===== config.mk =====
export PLATFORM = sky130hd
export DESIGN_NAME = change_dispenser_flat
export DESIGN_NICKNAME = d
export VERILOG_FILES = /design/src/rtl/change_dispenser_pkg.sv /design/src/rtl/change_dispenser_if.sv /design/src/rtl/change_dispenser_coin_select.sv /design/src/rtl/change_dispenser.sv /design/src/flat_wrapper.sv
export SDC_FILE = /design/constraint.sdc
export NUM_CORES = 1
export LEC_CHECK = 0
export BUFFER_PORTS_ARGS = -buffer_cell sky130_fd_sc_hd__buf_2
export CAP_MARGIN = 20
export CORE_MARGIN = 3
export CORE_UTILIZATION = 28
export CTS_BUF_LIST = sky130_fd_sc_hd__clkbuf_8
export CTS_CLUSTER_SIZE = 8
export DETAILED_ROUTE_END_ITERATION = 7
export HOLD_SLACK_MARGIN = 0.15
export PLACE_DENSITY = 0.45
export SYNTH_ARGS = -nofsm -noshare
export SYNTH_HDL_FRONTEND = slang
export SYNTH_SLANG_ARGS = --single-unit

===== constraint.sdc =====
create_clock -name sys_clk -period 2.9 [get_ports sys_clk]
set_input_delay 0.29 -clock sys_clk [delete_from_list [all_inputs] [get_ports sys_clk]]
set_output_delay 0.29 -clock sys_clk [all_outputs]
set_load 0.02 [all_outputs]

===== src/rtl/change_dispenser_pkg.sv =====
// Shared definitions for the change dispenser: coin denominations, out_coin
// bit positions and the FSM state encoding.
package change_dispenser_pkg;

    localparam int NUM_COINS = 5;

    localparam int COIN_1_BIT  = 0;
    localparam int COIN_5_BIT  = 1;
    localparam int COIN_10_BIT = 2;
    localparam int COIN_20_BIT = 3;
    localparam int COIN_50_BIT = 4;

    localparam logic [7:0] COIN_1_VAL  = 8'd1;
    localparam logic [7:0] COIN_5_VAL  = 8'd5;
    localparam logic [7:0] COIN_10_VAL = 8'd10;
    localparam logic [7:0] COIN_20_VAL = 8'd20;
    localparam logic [7:0] COIN_50_VAL = 8'd50;

    typedef enum logic [2:0] {
        ST_IDLE   = 3'd0,
        ST_SELECT = 3'd1,
        ST_PULSE  = 3'd2,
        ST_GAP    = 3'd3,
        ST_DONE   = 3'd4
    } state_t;

    function automatic logic [7:0] coin_value(input int bit_idx);
        logic [7:0] val;
        case (bit_idx)
            COIN_1_BIT:  val = COIN_1_VAL;
            COIN_5_BIT:  val = COIN_5_VAL;
            COIN_10_BIT: val = COIN_10_VAL;
            COIN_20_BIT: val = COIN_20_VAL;
            COIN_50_BIT: val = COIN_50_VAL;
            default:     val = 8'd0;
        endcase
        return val;
    endfunction

endpackage


===== src/rtl/change_dispenser_if.sv =====
// Request/status bundle between the dispenser and its controller.
interface change_dispenser_if;
    logic       start;
    logic [7:0] change_money;
    logic       abort;
    logic [4:0] out_coin;
    logic       busy;
    logic       done;
    logic [7:0] remaining;
    logic [3:0] coin_count;

    modport master (
        output start, change_money, abort,
        input  out_coin, busy, done, remaining, coin_count
    );

    modport slave (
        input  start, change_money, abort,
        output out_coin, busy, done, remaining, coin_count
    );
endinterface


===== src/rtl/change_dispenser_coin_select.sv =====
// Greedy denomination picker: largest coin not exceeding remaining, one-hot in
// out_coin bit order plus its value. remaining==0 yields no coin and value 0.
module coin_select
    import change_dispenser_pkg::*;
(
    input  logic [7:0] remaining,
    output logic [4:0] onehot,
    output logic [7:0] value
);

    always_comb begin : pick
        logic found;
        onehot = '0;
        value  = '0;
        found  = 1'b0;
        // Bit order rises with denomination, so scanning downward is greedy.
        for (int i = NUM_COINS - 1; i >= 0; i--) begin
            if (!found && remaining >= coin_value(i)) begin
                onehot[i] = 1'b1;
                value     = coin_value(i);
                found     = 1'b1;
            end
        end
    end

endmodule


===== src/rtl/change_dispenser.sv =====
// Change dispenser: drains a requested amount as timed coin-eject pulses,
// largest denomination first, with abort-after-current-coin.
//
// state  | meaning
// IDLE   | waiting for start; remaining/coin_count hold last result
// SELECT | one cycle, pick the largest coin <= remaining
// PULSE  | out_coin[sel] high for PULSE_CYCLES
// GAP    | out_coin low for GAP_CYCLES
// DONE   | one-cycle completion strobe
module change_dispenser
    import change_dispenser_pkg::*;
#(
    parameter int PULSE_CYCLES = 5000000,
    parameter int GAP_CYCLES   = 5000000
) (
    input  logic sys_clk,
    input  logic sys_rst,
    change_dispenser_if.slave bus
);

    localparam int MAX_CYCLES = (PULSE_CYCLES > GAP_CYCLES) ? PULSE_CYCLES : GAP_CYCLES;
    localparam int TW         = ($clog2(MAX_CYCLES) < 1) ? 1 : $clog2(MAX_CYCLES);
    localparam logic [TW-1:0] PULSE_LOAD = TW'(PULSE_CYCLES - 1);
    localparam logic [TW-1:0] GAP_LOAD   = TW'(GAP_CYCLES - 1);

    state_t        state;
    logic [TW-1:0] timer;
    logic          abort_pending;
    logic [7:0]    sel_value;
    logic [4:0]    pick_onehot;
    logic [7:0]    pick_value;

    logic [4:0]    out_coin_r;
    logic          busy_r;
    logic          done_r;
    logic [7:0]    remaining_r;
    logic [3:0]    coin_count_r;

    coin_select u_coin_select (
        .remaining (remaining_r),
        .onehot    (pick_onehot),
        .value     (pick_value)
    );

    always_ff @(posedge sys_clk) begin
        if (sys_rst) begin
            state         <= ST_IDLE;
            timer         <= '0;
            abort_pending <= 1'b0;
            sel_value     <= '0;
            out_coin_r    <= '0;
            busy_r        <= 1'b0;
            done_r        <= 1'b0;
            remaining_r   <= '0;
            coin_count_r  <= '0;
        end else begin
            done_r <= 1'b0;
            if (bus.abort && state != ST_IDLE) begin
                abort_pending <= 1'b1;
            end

            case (state)
                ST_IDLE: begin
                    if (bus.start) begin
                        remaining_r   <= bus.change_money;
                        coin_count_r  <= '0;
                        abort_pending <= 1'b0;
                        busy_r        <= 1'b1;
                        if (bus.change_money == 8'd0) begin
                            done_r <= 1'b1;
                            state  <= ST_DONE;
                        end else begin
                            state  <= ST_SELECT;
                        end
                    end
                end

                ST_SELECT: begin
                    if (abort_pending) begin
                        done_r <= 1'b1;
                        state  <= ST_DONE;
                    end else begin
                        out_coin_r <= pick_onehot;
                        sel_value  <= pick_value;
                        timer      <= PULSE_LOAD;
                        state      <= ST_PULSE;
                    end
                end

                ST_PULSE: begin
                    if (timer == '0) begin
                        out_coin_r   <= '0;
                        remaining_r  <= remaining_r - sel_value;
                        coin_count_r <= (coin_count_r == 4'd15) ? 4'd15 : coin_count_r + 4'd1;
                        timer        <= GAP_LOAD;
                        state        <= ST_GAP;
                    end else begin
                        timer <= timer - 1'b1;
                    end
                end

                ST_GAP: begin
                    if (timer == '0) begin
                        if (remaining_r == 8'd0 || abort_pending) begin
                            done_r <= 1'b1;
                            state  <= ST_DONE;
                        end else begin
                            state  <= ST_SELECT;
                        end
                    end else begin
                        timer <= timer - 1'b1;
                    end
                end

                ST_DONE: begin
                    busy_r <= 1'b0;
                    state  <= ST_IDLE;
                end

                default: begin
                    out_coin_r <= '0;
                    busy_r     <= 1'b0;
                    state      <= ST_IDLE;
                end
            endcase
        end
    end

    assign bus.out_coin   = out_coin_r;
    assign bus.busy       = busy_r;
    assign bus.done       = done_r;
    assign bus.remaining  = remaining_r;
    assign bus.coin_count = coin_count_r;

endmodule


===== src/flat_wrapper.sv =====
// flat-port wrapper written by rule: the top's interface ports become plain ports
module change_dispenser_flat import change_dispenser_pkg::*;
#(
    parameter int PULSE_CYCLES = 5000000,
    parameter int GAP_CYCLES   = 5000000
)
  (sys_clk, sys_rst, bus_start, bus_change_money, bus_abort, bus_out_coin, bus_busy, bus_done, bus_remaining, bus_coin_count);
  change_dispenser_if bus_i ();
  input  logic sys_clk;
  input  logic sys_rst;
  input wire logic [$bits(bus_i.start)-1:0] bus_start;
  input wire logic [$bits(bus_i.change_money)-1:0] bus_change_money;
  input wire logic [$bits(bus_i.abort)-1:0] bus_abort;
  output wire logic [$bits(bus_i.out_coin)-1:0] bus_out_coin;
  output wire logic [$bits(bus_i.busy)-1:0] bus_busy;
  output wire logic [$bits(bus_i.done)-1:0] bus_done;
  output wire logic [$bits(bus_i.remaining)-1:0] bus_remaining;
  output wire logic [$bits(bus_i.coin_count)-1:0] bus_coin_count;
  assign bus_i.start = bus_start;
  assign bus_i.change_money = bus_change_money;
  assign bus_i.abort = bus_abort;
  assign bus_out_coin = bus_i.out_coin;
  assign bus_busy = bus_i.busy;
  assign bus_done = bus_i.done;
  assign bus_remaining = bus_i.remaining;
  assign bus_coin_count = bus_i.coin_count;
  change_dispenser #(.PULSE_CYCLES(PULSE_CYCLES), .GAP_CYCLES(GAP_CYCLES)) u_core (.sys_clk(sys_clk), .sys_rst(sys_rst), .bus(bus_i));
endmodule

==> results_dict.tcl <==
set metrics [dict create \
    post-synth-top-area-cell "dfxtp_1" \
    cts_setup_buffers 0 \
    port_buffers 30 \
    root_buffer "clkbuf_8" \
    grt_first_pass_wirelength_um 13370 \
    finClkSkew_ns 0.01091 \
    synth_area_per_cell_um2 8.063 \
    critPathKind "reg2reg" \
    routed_wl_um 8162 \
    core_um2 10040 \
    synth_cell_type_count 45 \
    hold_buffers 0 \
    r2r-start "u_core.timer[18]$_SDFFE_PP0P_" \
    track_usage 0.1435 \
    grt_setup_unrepaired "no" \
    min_to "u_core.bus.remaining[5]$_SDFFE_PP0P_" \
    synth_top_family_by_area "simple AND/OR/NAND/NOR gates" \
    die-area_um2 11840 \
    fin_crit_ns 2.668 \
    initial_core_util 0.2946 \
    antenna_found_initial 0 \
    first_pass_iters 4 \
    reg2regPathDepth 7 \
    clock_latency_ns 0.30 \
    syn_area_um2 2959 \
    tightest_slew_ns 0.5335 \
    cts_resized 0 \
    fmax_mhz 374.8 \
    grt_pass1_vias 2660 \
    critPathMaxFanout 17 \
    hold_violations 0 \
    yosysWarnings 0 \
    path_cells "or4_1 -> nor4_1 -> buf_4 -> nand2_1 -> o21ai_4 -> a41oi_1 -> a211oi_1" \
    hpwl_um 6055 \
    h-tree-depth 2 \
    clock_path_buffers 2 \
    die_w_um 108.8 \
    drv_cap 0 \
    min_from "bus_change_money[5]" \
    cts_num_sinks 52 \
    grt_max_degree 42 \
    syn_to_final_growth_pct 15.31 \
    drc 0 \
    grt-ovfl-total 0 \
    slew_headroom 0.6351 \
    ant_nets 0 \
    reg2reg_slack_ns 0.23 \
    yosysTopAreaCellShare 0.3518 \
    synth_simple_gate_area_frac 0.2541 \
    r2r_end "u_core.bus.coin_count[3]$_SDFFE_PP0P_" \
    vias 2732 \
    p_per_area_nw_per_um2 993.2 \
    outcome "finished clean" \
    layout.nets 424 \
    synth_xor_area_frac 0.05328 \
    ys_seq_area_frac 0.3518 \
    antenna_cells 0 \
    drtIter0Drc 121 \
    report.final.slew_viol_count 0 \
    wire_per_inst_um 15.28 \
    std_cell_rows 36 \
    worst_hold_slack_ns 0.2538 \
    ys_seq_elements 52 \
    cts_tree "done" \
    crit_path_end_kind "flop" \
    synthAdderAreaFrac 0.04482 \
    cp.arrival_ns 2.89 \
    via_per_inst 5.116 \
    ios 31 \
    gp_congestion 0.7901 \
    period_share 0.9200 \
    cp_slowest_cell "or4_1" \
    cp_slowest_stage_delay_ns 0.66 \
    tns_ns 0 \
    required_ns 3.13 \
    synthTopCellsByArea "dfxtp_1 (35%), nor2_1 (6.2%), a21oi_1 (4.6%), o21ai_0 (4.1%), ha_1 (3.8%)" \
    irDropWorstVdd_v 0.0002913 \
    muxShareOfSynthArea 0.006765 \
    setup_violations 0 \
    die_y_um 108.8 \
    drive_above_1_share 0.1496 \
    hold_class "in2reg" \
    p_leak_nw 1.241 \
    synth-compound-area-share 0.2499 \
    hold_depth 3 \
    netlist_instances 367 \
    syn_nets 389 \
    critPathLaunchType "flop" \
    cts_buffers 5 \
    clk_pin_slew_worst_paths_ns 0.10 \
]
-- state kept, by name (all words and copies together) (netlist names) --
signal,count
u_core.timer,23
u_core.bus.out_coin,5
u_core.bus.remaining,8
u_core.bus.done,1
u_core.state,3
u_core.bus.coin_count,4
u_core.sel_value,6
u_core.abort_pending,1
u_core.bus.busy,1
-- critical path: cells and delay by family, from the launching register on --
family / cells / cell delay [ns]
and+or+nand+nor: 3 / 1.17
AOI/OAI and AO/OA: 3 / 0.84
DFF: 1 / 0.39
buffers and inverters: 1 / 0.19
-- power by group --
part           switching, mW  internal, mW  leakage (nW)
sequential             0.208         0.889         0.425
clock                  0.237         0.248        0.0501
combinational           1.08         0.729         0.766
total                   1.52          1.87          1.24
-- placed cells by master, fill, tap and decap left out, types with 6 or more instances in the layout --
master,instances
nand2b_1,7
ha_1,9
or4_1,7
buf_4,13
o21a_1,6
buf_2,30
dfxtp_1,52
xnor2_1,11
xor2_1,7
a211oi_1,12
nor2_1,49
nor4_1,7
a21oi_1,27
o21ai_0,24
nor3_1,18
inv_1,15
a2111oi_0,6
or3_1,6
nand2_1,30
nand3_1,10
-- cell families after synthesis --
group	count (synthesis)
muxes	2
adders and majority gates	10
xor gates and xnor gates	18
AOI/OAI and AO/OA	103
and+or+nand+nor	152
DFF	52
buffers and inverters	30
-- area by class of cell --
type	instances	area (um^2)
flip-flops and latches	52	1041
clock buffers	5	68.82
inverters	15	56.30
repair buffers	43	247.7
clock inverters	1	30.03
well taps	133	166.4
multi-input cells	285	1802
fillers	1067	6633
-- how the worst max path moves through the flow --
stage          slack [ns]  depth (start not counted)                           from                                     to
2_1_floorplan        0.52                          6   u_core.timer[8]$_SDFFE_PP0P_          u_core.timer[22]$_SDFFE_PP0P_
3_3_place_gp         0.27                          7  u_core.timer[18]$_SDFFE_PP0P_  u_core.bus.coin_count[3]$_SDFFE_PP0P_
3_5_place_dp         0.27                          7  u_core.timer[18]$_SDFFE_PP0P_  u_core.bus.coin_count[3]$_SDFFE_PP0P_
4_1_cts              0.27                          7  u_core.timer[18]$_SDFFE_PP0P_  u_core.bus.coin_count[3]$_SDFFE_PP0P_
5_1_grt              0.08                          8  u_core.timer[18]$_SDFFE_PP0P_   u_core.bus.remaining[0]$_SDFFE_PP0P_
6_report             0.23                          7  u_core.timer[18]$_SDFFE_PP0P_  u_core.bus.coin_count[3]$_SDFFE_PP0P_
-- stage by stage --
| step | power (mW) | instance area (um^2) | setup WS (ns) | instances | util |
|---|---|---|---|---|---|
| after CTS | 3.414 | 3412 | 0.2736 | 534 | 0.3397 |
| after detailed placement | 2.914 | 3313 | 0.2682 | 528 | 0.3298 |
| after global placement | 2.906 | 3313 | 0.2661 | 528 | 0.3298 |
| after floorplan | 2.398 | 2959 | 0.5207 | 367 | - |
| final | 3.389 | 3412 | 0.2319 | 534 | 0.3397 |
| after global routing | 3.682 | 3412 | 0.08330 | 534 | 0.3397 |
-- Yosys cell counts --
library cell and instances:
buf_4 1, nand4_1 2, nor2_1 49, or4_1 7
or3_4 2, ha_1 9, o21ai_2 1, nor4_1 7
o21ai_4 2, o21ai_0 24, a21oi_1 27, o21a_1 6
o41ai_1 1, nor3_1 18, nor2b_1 3, clkbuf_1 14
mux2i_1 2, nand3_1 10, a211oi_1 12, and2_1 1
nor2_2 1, nand2_1 30, a2111oi_0 6, o31a_1 2
xor2_1 7, a2111oi_4 3, and3b_1 1, dfxtp_1 52
fa_1 1, nand3b_1 3, inv_1 15, a41oi_1 1
xnor2_1 11, or3_1 6, a32o_1 1, a22oi_1 3
nand2b_1 7, a311oi_1 5, o31ai_1 2, a22o_1 2
nor3b_1 3, o32ai_1 1, or4_4 1, or2_2 1
o21ai_1 4
-- routing by layer --
metal  routed length (um)  track usage  vias up
li1                     -            -     1400
met3                  417      0.02191        2
met2                 3623       0.2277       48
met1                 4075       0.2031     1282
met5                    0            0        -
met4                   45      0.03787        0
No activity file was read; power rests on OpenSTA's default activity.
